<file path="src/rtl/sync_fifo_pkg.sv">
// rtl/sync_fifo_pkg.sv - shared encodings and sizing helper for the 64-to-256 width-converting FIFO
package sync_fifo_pkg;

  localparam int OUT_COMB = 0;
  localparam int OUT_REG  = 1;

  // One extra wrap bit so equal indices can still tell full from empty.
  function automatic int ptr_width(input int depth);
    return $clog2(depth) + 1;
  endfunction

endpackage

</file>
<file path="src/rtl/sync_fifo_mem.sv">
// rtl/sync_fifo_mem.sv - input-word storage array with one write port and a RATIO-word wide read port
module sync_fifo_mem
  import sync_fifo_pkg::*;
#(
  parameter int DATA_WIDTH = 64,
  parameter int DEPTH      = 8,
  parameter int RATIO      = 4,
  parameter int AW         = $clog2(DEPTH)
) (
  input  logic                        clk,
  input  logic                        rst_n,
  input  logic                        wr_en_i,
  input  logic [AW-1:0]               wr_addr_i,
  input  logic [DATA_WIDTH-1:0]       wr_data_i,
  input  logic [AW-1:0]               rd_addr_i,
  output logic [RATIO*DATA_WIDTH-1:0] rd_data_o
);

  logic [DATA_WIDTH-1:0] mem_q [DEPTH];

  always_ff @(posedge clk or negedge rst_n) begin
    if (!rst_n) begin
      for (int i = 0; i < DEPTH; i++) begin
        mem_q[i] <= '0;
      end
    end else if (wr_en_i) begin
      mem_q[wr_addr_i] <= wr_data_i;
    end
  end

  // Oldest word lands in the lowest lane; index arithmetic wraps in AW bits.
  for (genvar k = 0; k < RATIO; k++) begin : g_rd
    logic [AW-1:0] idx;
    assign idx = rd_addr_i + AW'(k);
    assign rd_data_o[k*DATA_WIDTH +: DATA_WIDTH] = mem_q[idx];
  end

endmodule

</file>
<file path="src/rtl/sync_fifo_64to256.sv">
// rtl/sync_fifo_64to256.sv - single-clock FIFO packing 64-bit writes into 256-bit reads
// Optional sticky overflow/underflow outputs under SYNC_FIFO_64TO256_ERR_FLAGS_EN.
module sync_fifo_64to256
  import sync_fifo_pkg::*;
#(
  parameter int DATA_WIDTH_I = 64,
  parameter int DATA_WIDTH_O = 256,
  parameter int FIFO_DEPTH   = 8,
  parameter int OUTPUT_MODE  = OUT_COMB
) (
  input  logic                    clk,
  input  logic                    rst_n,
  input  logic                    fifo_wr,
  input  logic [DATA_WIDTH_I-1:0] fifo_din,
  output logic                    fifo_full,
  input  logic                    fifo_rd,
  output logic [DATA_WIDTH_O-1:0] fifo_dout,
`ifdef SYNC_FIFO_64TO256_ERR_FLAGS_EN
  output logic                    fifo_ovf,
  output logic                    fifo_udf,
`endif
  output logic                    fifo_empty
);

  localparam int RATIO = DATA_WIDTH_O / DATA_WIDTH_I;
  localparam int PW    = ptr_width(FIFO_DEPTH);
  localparam int AW    = PW - 1;

  logic [PW-1:0]           wr_ptr_q, wr_ptr_d;
  logic [PW-1:0]           rd_ptr_q, rd_ptr_d;
  logic [PW-1:0]           count;
  logic                    wr_acc, rd_acc;
  logic [DATA_WIDTH_O-1:0] head_data;

  assign count      = wr_ptr_q - rd_ptr_q;
  assign fifo_full  = (count == PW'(FIFO_DEPTH));
  assign fifo_empty = (count < PW'(RATIO));
  assign wr_acc     = fifo_wr && !fifo_full;
  assign rd_acc     = fifo_rd && !fifo_empty;

  always_comb begin
    wr_ptr_d = wr_ptr_q;
    rd_ptr_d = rd_ptr_q;
    if (wr_acc) wr_ptr_d = wr_ptr_q + PW'(1);
    if (rd_acc) rd_ptr_d = rd_ptr_q + PW'(RATIO);
  end

  always_ff @(posedge clk or negedge rst_n) begin
    if (!rst_n) begin
      wr_ptr_q <= '0;
      rd_ptr_q <= '0;
    end else begin
      wr_ptr_q <= wr_ptr_d;
      rd_ptr_q <= rd_ptr_d;
    end
  end

  sync_fifo_mem #(
    .DATA_WIDTH (DATA_WIDTH_I),
    .DEPTH      (FIFO_DEPTH),
    .RATIO      (RATIO),
    .AW         (AW)
  ) u_mem (
    .clk       (clk),
    .rst_n     (rst_n),
    .wr_en_i   (wr_acc),
    .wr_addr_i (wr_ptr_q[AW-1:0]),
    .wr_data_i (fifo_din),
    .rd_addr_i (rd_ptr_q[AW-1:0]),
    .rd_data_o (head_data)
  );

  if (OUTPUT_MODE == OUT_REG) begin : g_dout_reg
    logic [DATA_WIDTH_O-1:0] dout_q;
    always_ff @(posedge clk or negedge rst_n) begin
      if (!rst_n) begin
        dout_q <= '0;
      end else if (rd_acc) begin
        dout_q <= head_data;
      end
    end
    assign fifo_dout = dout_q;
  end else begin : g_dout_comb
    assign fifo_dout = head_data;
  end

`ifdef SYNC_FIFO_64TO256_ERR_FLAGS_EN
  logic ovf_q, udf_q;
  always_ff @(posedge clk or negedge rst_n) begin
    if (!rst_n) begin
      ovf_q <= 1'b0;
      udf_q <= 1'b0;
    end else begin
      if (fifo_wr && fifo_full)  ovf_q <= 1'b1;
      if (fifo_rd && fifo_empty) udf_q <= 1'b1;
    end
  end
  assign fifo_ovf = ovf_q;
  assign fifo_udf = udf_q;
`endif

endmodule

</file>
<file path="config.mk">
export PLATFORM = sky130hd
export DESIGN_NAME = sync_fifo_64to256
export DESIGN_NICKNAME = d
export VERILOG_FILES = /design/src/rtl/sync_fifo_pkg.sv /design/src/rtl/sync_fifo_mem.sv /design/src/rtl/sync_fifo_64to256.sv
export SDC_FILE = /design/constraint.sdc
export NUM_CORES = 1
export LEC_CHECK = 0
export ABC_CLOCK_PERIOD_IN_PS = 6600
export CORE_ASPECT_RATIO = 0.9
export CORE_UTILIZATION = 23
export DETAILED_ROUTE_END_ITERATION = 6
export SLEW_MARGIN = 20
export SYNTH_ARGS = -nofsm -noshare
export SYNTH_HDL_FRONTEND = slang
export SYNTH_SLANG_ARGS = --single-unit
</file>
<file path="constraint.sdc">
create_clock -name clk -period 6.6 [get_ports clk]
set_input_delay 1.98 -clock clk [delete_from_list [all_inputs] [get_ports clk]]
set_output_delay 1.98 -clock clk [all_outputs]
set_load 0.01 [all_outputs]
</file>
==> impl_metrics.json <==
{
  "status": "complete, no violations",
  "cts_inserted_buffers": 59,
  "hold_slack_ns": 0.4824,
  "die_area_sq_um": 101300,
  "crit_required_ns": 4.62,
  "port_buffers": 325,
  "area_growth_pct": 29.53,
  "fin_util_pct": 30.22,
  "clock_path_buffers": 3,
  "cts_root_buf": "clkbuf_16",
  "placementRows": 109,
  "drc": 0,
  "via_per_inst": 4.175,
  "tns_ns": 0,
  "post-cts-setup-buffer-count": 0,
  "ys_seq_elements": 518,
  "slew_violations": 0,
  "setup_viol_count_final": 0,
  "grt_max_degree": 145,
  "io_pins": 326,
  "setup_ws_ns": 1.560,
  "arrival_ns": 3.06,
  "holdBufCountCts": 0,
  "place_area_sq_um": 27660,
  "hpwl_mm": 37.84,
  "cts.htree.levels": 2,
  "critPathKind": "register to output pin",
  "synth_seq_area_share_pct": 56.35,
  "p_int_w": 0.01177,
  "cts_tree": "yes",
  "startpoint_type": "register",
  "cap_violations": 0,
  "fin_crit_sh_pct": 76.36,
  "leakage_nw": 12.39,
  "via_count": 13020,
  "gp_congestion": 0.7417,
  "use_met1_pct": 15.89,
  "p_comb_share_pct": 46.3,
  "worstMarginPinSlew_ns": 1.027,
  "met2_usage_pct": 18.95,
  "p_seq_share_pct": 33.1,
  "top_usage_layer": "met2",
  "syn-cell-area_sq_um": 23000,
  "wire_per_inst_um": 19.17,
  "post-route-min-period_ns": 5.040,
  "fin_area_sq_um": 29800,
  "drive_gt1_share_pct": 44.74,
  "antenna_found_initial": 3,
  "grt_pass1_vias": 14340,
  "hold_path_class": "register to register",
  "yosys_warnings": 0,
  "rsz0062_at_grt": "no",
  "cts_sinks": 518,
  "grt_overflow": 0,
  "use_met3_pct": 2.333,
  "ir_drop_mv": 0.3245,
  "grt_first_pass_wirelength_mm": 91.59,
  "crit_path_end_kind": "output pin",
  "fp.dieW_um": 335.4,
  "core_sq_um": 98600,
  "p_sw_w": 0.005346,
  "grt_use_total_pct": 11.73,
  "hold_viol": 0,
  "worstPathMaxFanout": 69,
  "skew_ns": 0.01223,
  "synth_cell_types": 32,
  "clock_power_share_pct": 20.6,
  "wirelength_mm": 59.79,
  "synth_nets": 1480,
  "sw_frac_of_total_pct": 31.23,
  "syn_avg_cell_area_sq_um": 16.32,
  "syn_inst": 1410,
  "drtIter0Drc": 425,
  "nets": 1808,
  "relSlewSlack_pct": 31.52,
  "start_util_pct": 23.33,
  "first_pass_iters": 6,
  "cts.clk_slew.worst_paths_ns": 0.06,
  "max_freq_ghz": 0.1984,
  "insertion_delay_ns": 0.61,
  "p_per_area_nw_per_um2": 574.5,
  "most-common-layout-cells": "547 x mux2_2, 517 x dfrtp_1, 324 x clkdlybuf4s50_1",
  "final_common_cell": "mux2_2",
  "cts_resized": 0,
  "postRouteAntennaNets": 0,
  "die_h_um": 302.0,
  "dp_slack_ns": 2.015
}
-- critical path, stage by stage, from the launching register on --
cell and delay [ns]:
dfrtp_4 0.98, buf_12 0.39, mux2_2 0.40, clkdlybuf4s50_1 0.53
-- stage by stage --
| step | instances | power [W] |
|---|---|---|
| 2_1_floorplan | 1410 | 0.009977 |
| 3_3_place_gp | 3008 | 0.01350 |
| 3_5_place_dp | 3008 | 0.01372 |
| 4_1_cts | 3117 | 0.01740 |
| 5_1_grt | 3119 | 0.01809 |
| 6_report | 3119 | 0.01712 |
-- synthesized netlist by cell type --
master / instances / area, sq um
xor2_2: 1 / 16.27
o311a_1: 2 / 20.02
o211ai_4: 1 / 21.27
xor2_1: 1 / 8.760
mux2_1: 102 / 1149
a211oi_4: 2 / 40.04
dfrtp_1: 518 / 12960
o21ai_0: 2 / 10.01
o31a_1: 1 / 8.760
nor2_1: 2 / 7.510
mux2_2: 547 / 6160
nor2b_1: 1 / 6.260
mux2_4: 120 / 1802
buf_6: 26 / 292.8
a31oi_1: 1 / 6.260
nor3_1: 1 / 5.000
buf_2: 35 / 175.2
o211ai_1: 1 / 7.510
xnor2_2: 1 / 16.27
mux2i_1: 2 / 20.02
nand2_1: 5 / 18.77
a22oi_1: 1 / 7.510
inv_1: 4 / 15.01
xnor2_1: 2 / 17.52
and3_1: 1 / 6.260
ha_1: 2 / 25.02
a311o_1: 2 / 20.02
buf_4: 13 / 97.59
clkbuf_1: 9 / 33.78
o22ai_1: 1 / 6.260
nor3b_1: 1 / 7.510
nand3b_1: 2 / 15.01
-- sequential cells by signal (all words and copies together) (netlist names) --
name and count:
wr_ptr_q 4, u_mem.mem_q 512, rd_ptr_q 2
-- final cells by class --
class | instances | area, sq um
Clock buffer | 86 | 1740
Tap cell | 1332 | 1667
Fill cell | 9638 | 68810
Sequential cell | 518 | 12970
Antenna cell | 1 | 2.502
Timing Repair Buffer | 350 | 3583
Inverter | 4 | 15.01
Clock inverter | 23 | 370.4
Multi-Input combinational cell | 805 | 9453
-- layer usage --
metal	part of all wire (%)	vias to the layer above
met5	0.022	-
met4	2.4	2
met3	4.4	84
met2	47	250
met1	46	6929
li1	-	5756
-- worst paths after layout --
kind | slack [ns] | start | endpoint | cells after the start
worst max-delay path | 1.56 | rd_ptr_q[2] | fifo_dout[58] | 3
worst min-delay path | 0.48 | u_mem.mem_q[333] | u_mem.mem_q[333] | 1
worst max register to register | 3.41 | rd_ptr_q[2] | u_mem.mem_q[62] | 5
worst min register to register | 0.48 | u_mem.mem_q[333] | u_mem.mem_q[333] | 1
max in group asynchronous | 3.85 | rst_n | u_mem.mem_q[88] | 2
min in group asynchronous | 1.37 | rst_n | u_mem.mem_q[10] | 1
-- kinds of logic (layout without fill, tap and decap cells) --
kind of cell	count (synthesis)	after routing	synth area share, %
XOR/XNOR	5	5	0.2557
flip-flops	518	518	56.35
adder cells (fa/ha/maj)	2	2	0.1088
AND/OR/NAND/NOR	13	13	0.2883
buffers and inverters	87	463	2.670
multiplexers	771	771	39.69
AO/OA/AOI/OAI	14	14	0.6419
other	0	1	0
-- power groups by stage --
stage | clock network, W | logic (W) | registers, W
2_1_floorplan | 0 | 0.00464 | 0.00534
3_3_place_gp | 0 | 0.00791 | 0.00559
3_5_place_dp | 0 | 0.00801 | 0.00571
4_1_cts | 0.00366 | 0.00808 | 0.00566
5_1_grt | 0.00378 | 0.00844 | 0.00588
6_report | 0.00352 | 0.00792 | 0.00567
Note: power is estimated with default switching activity, not from simulation.
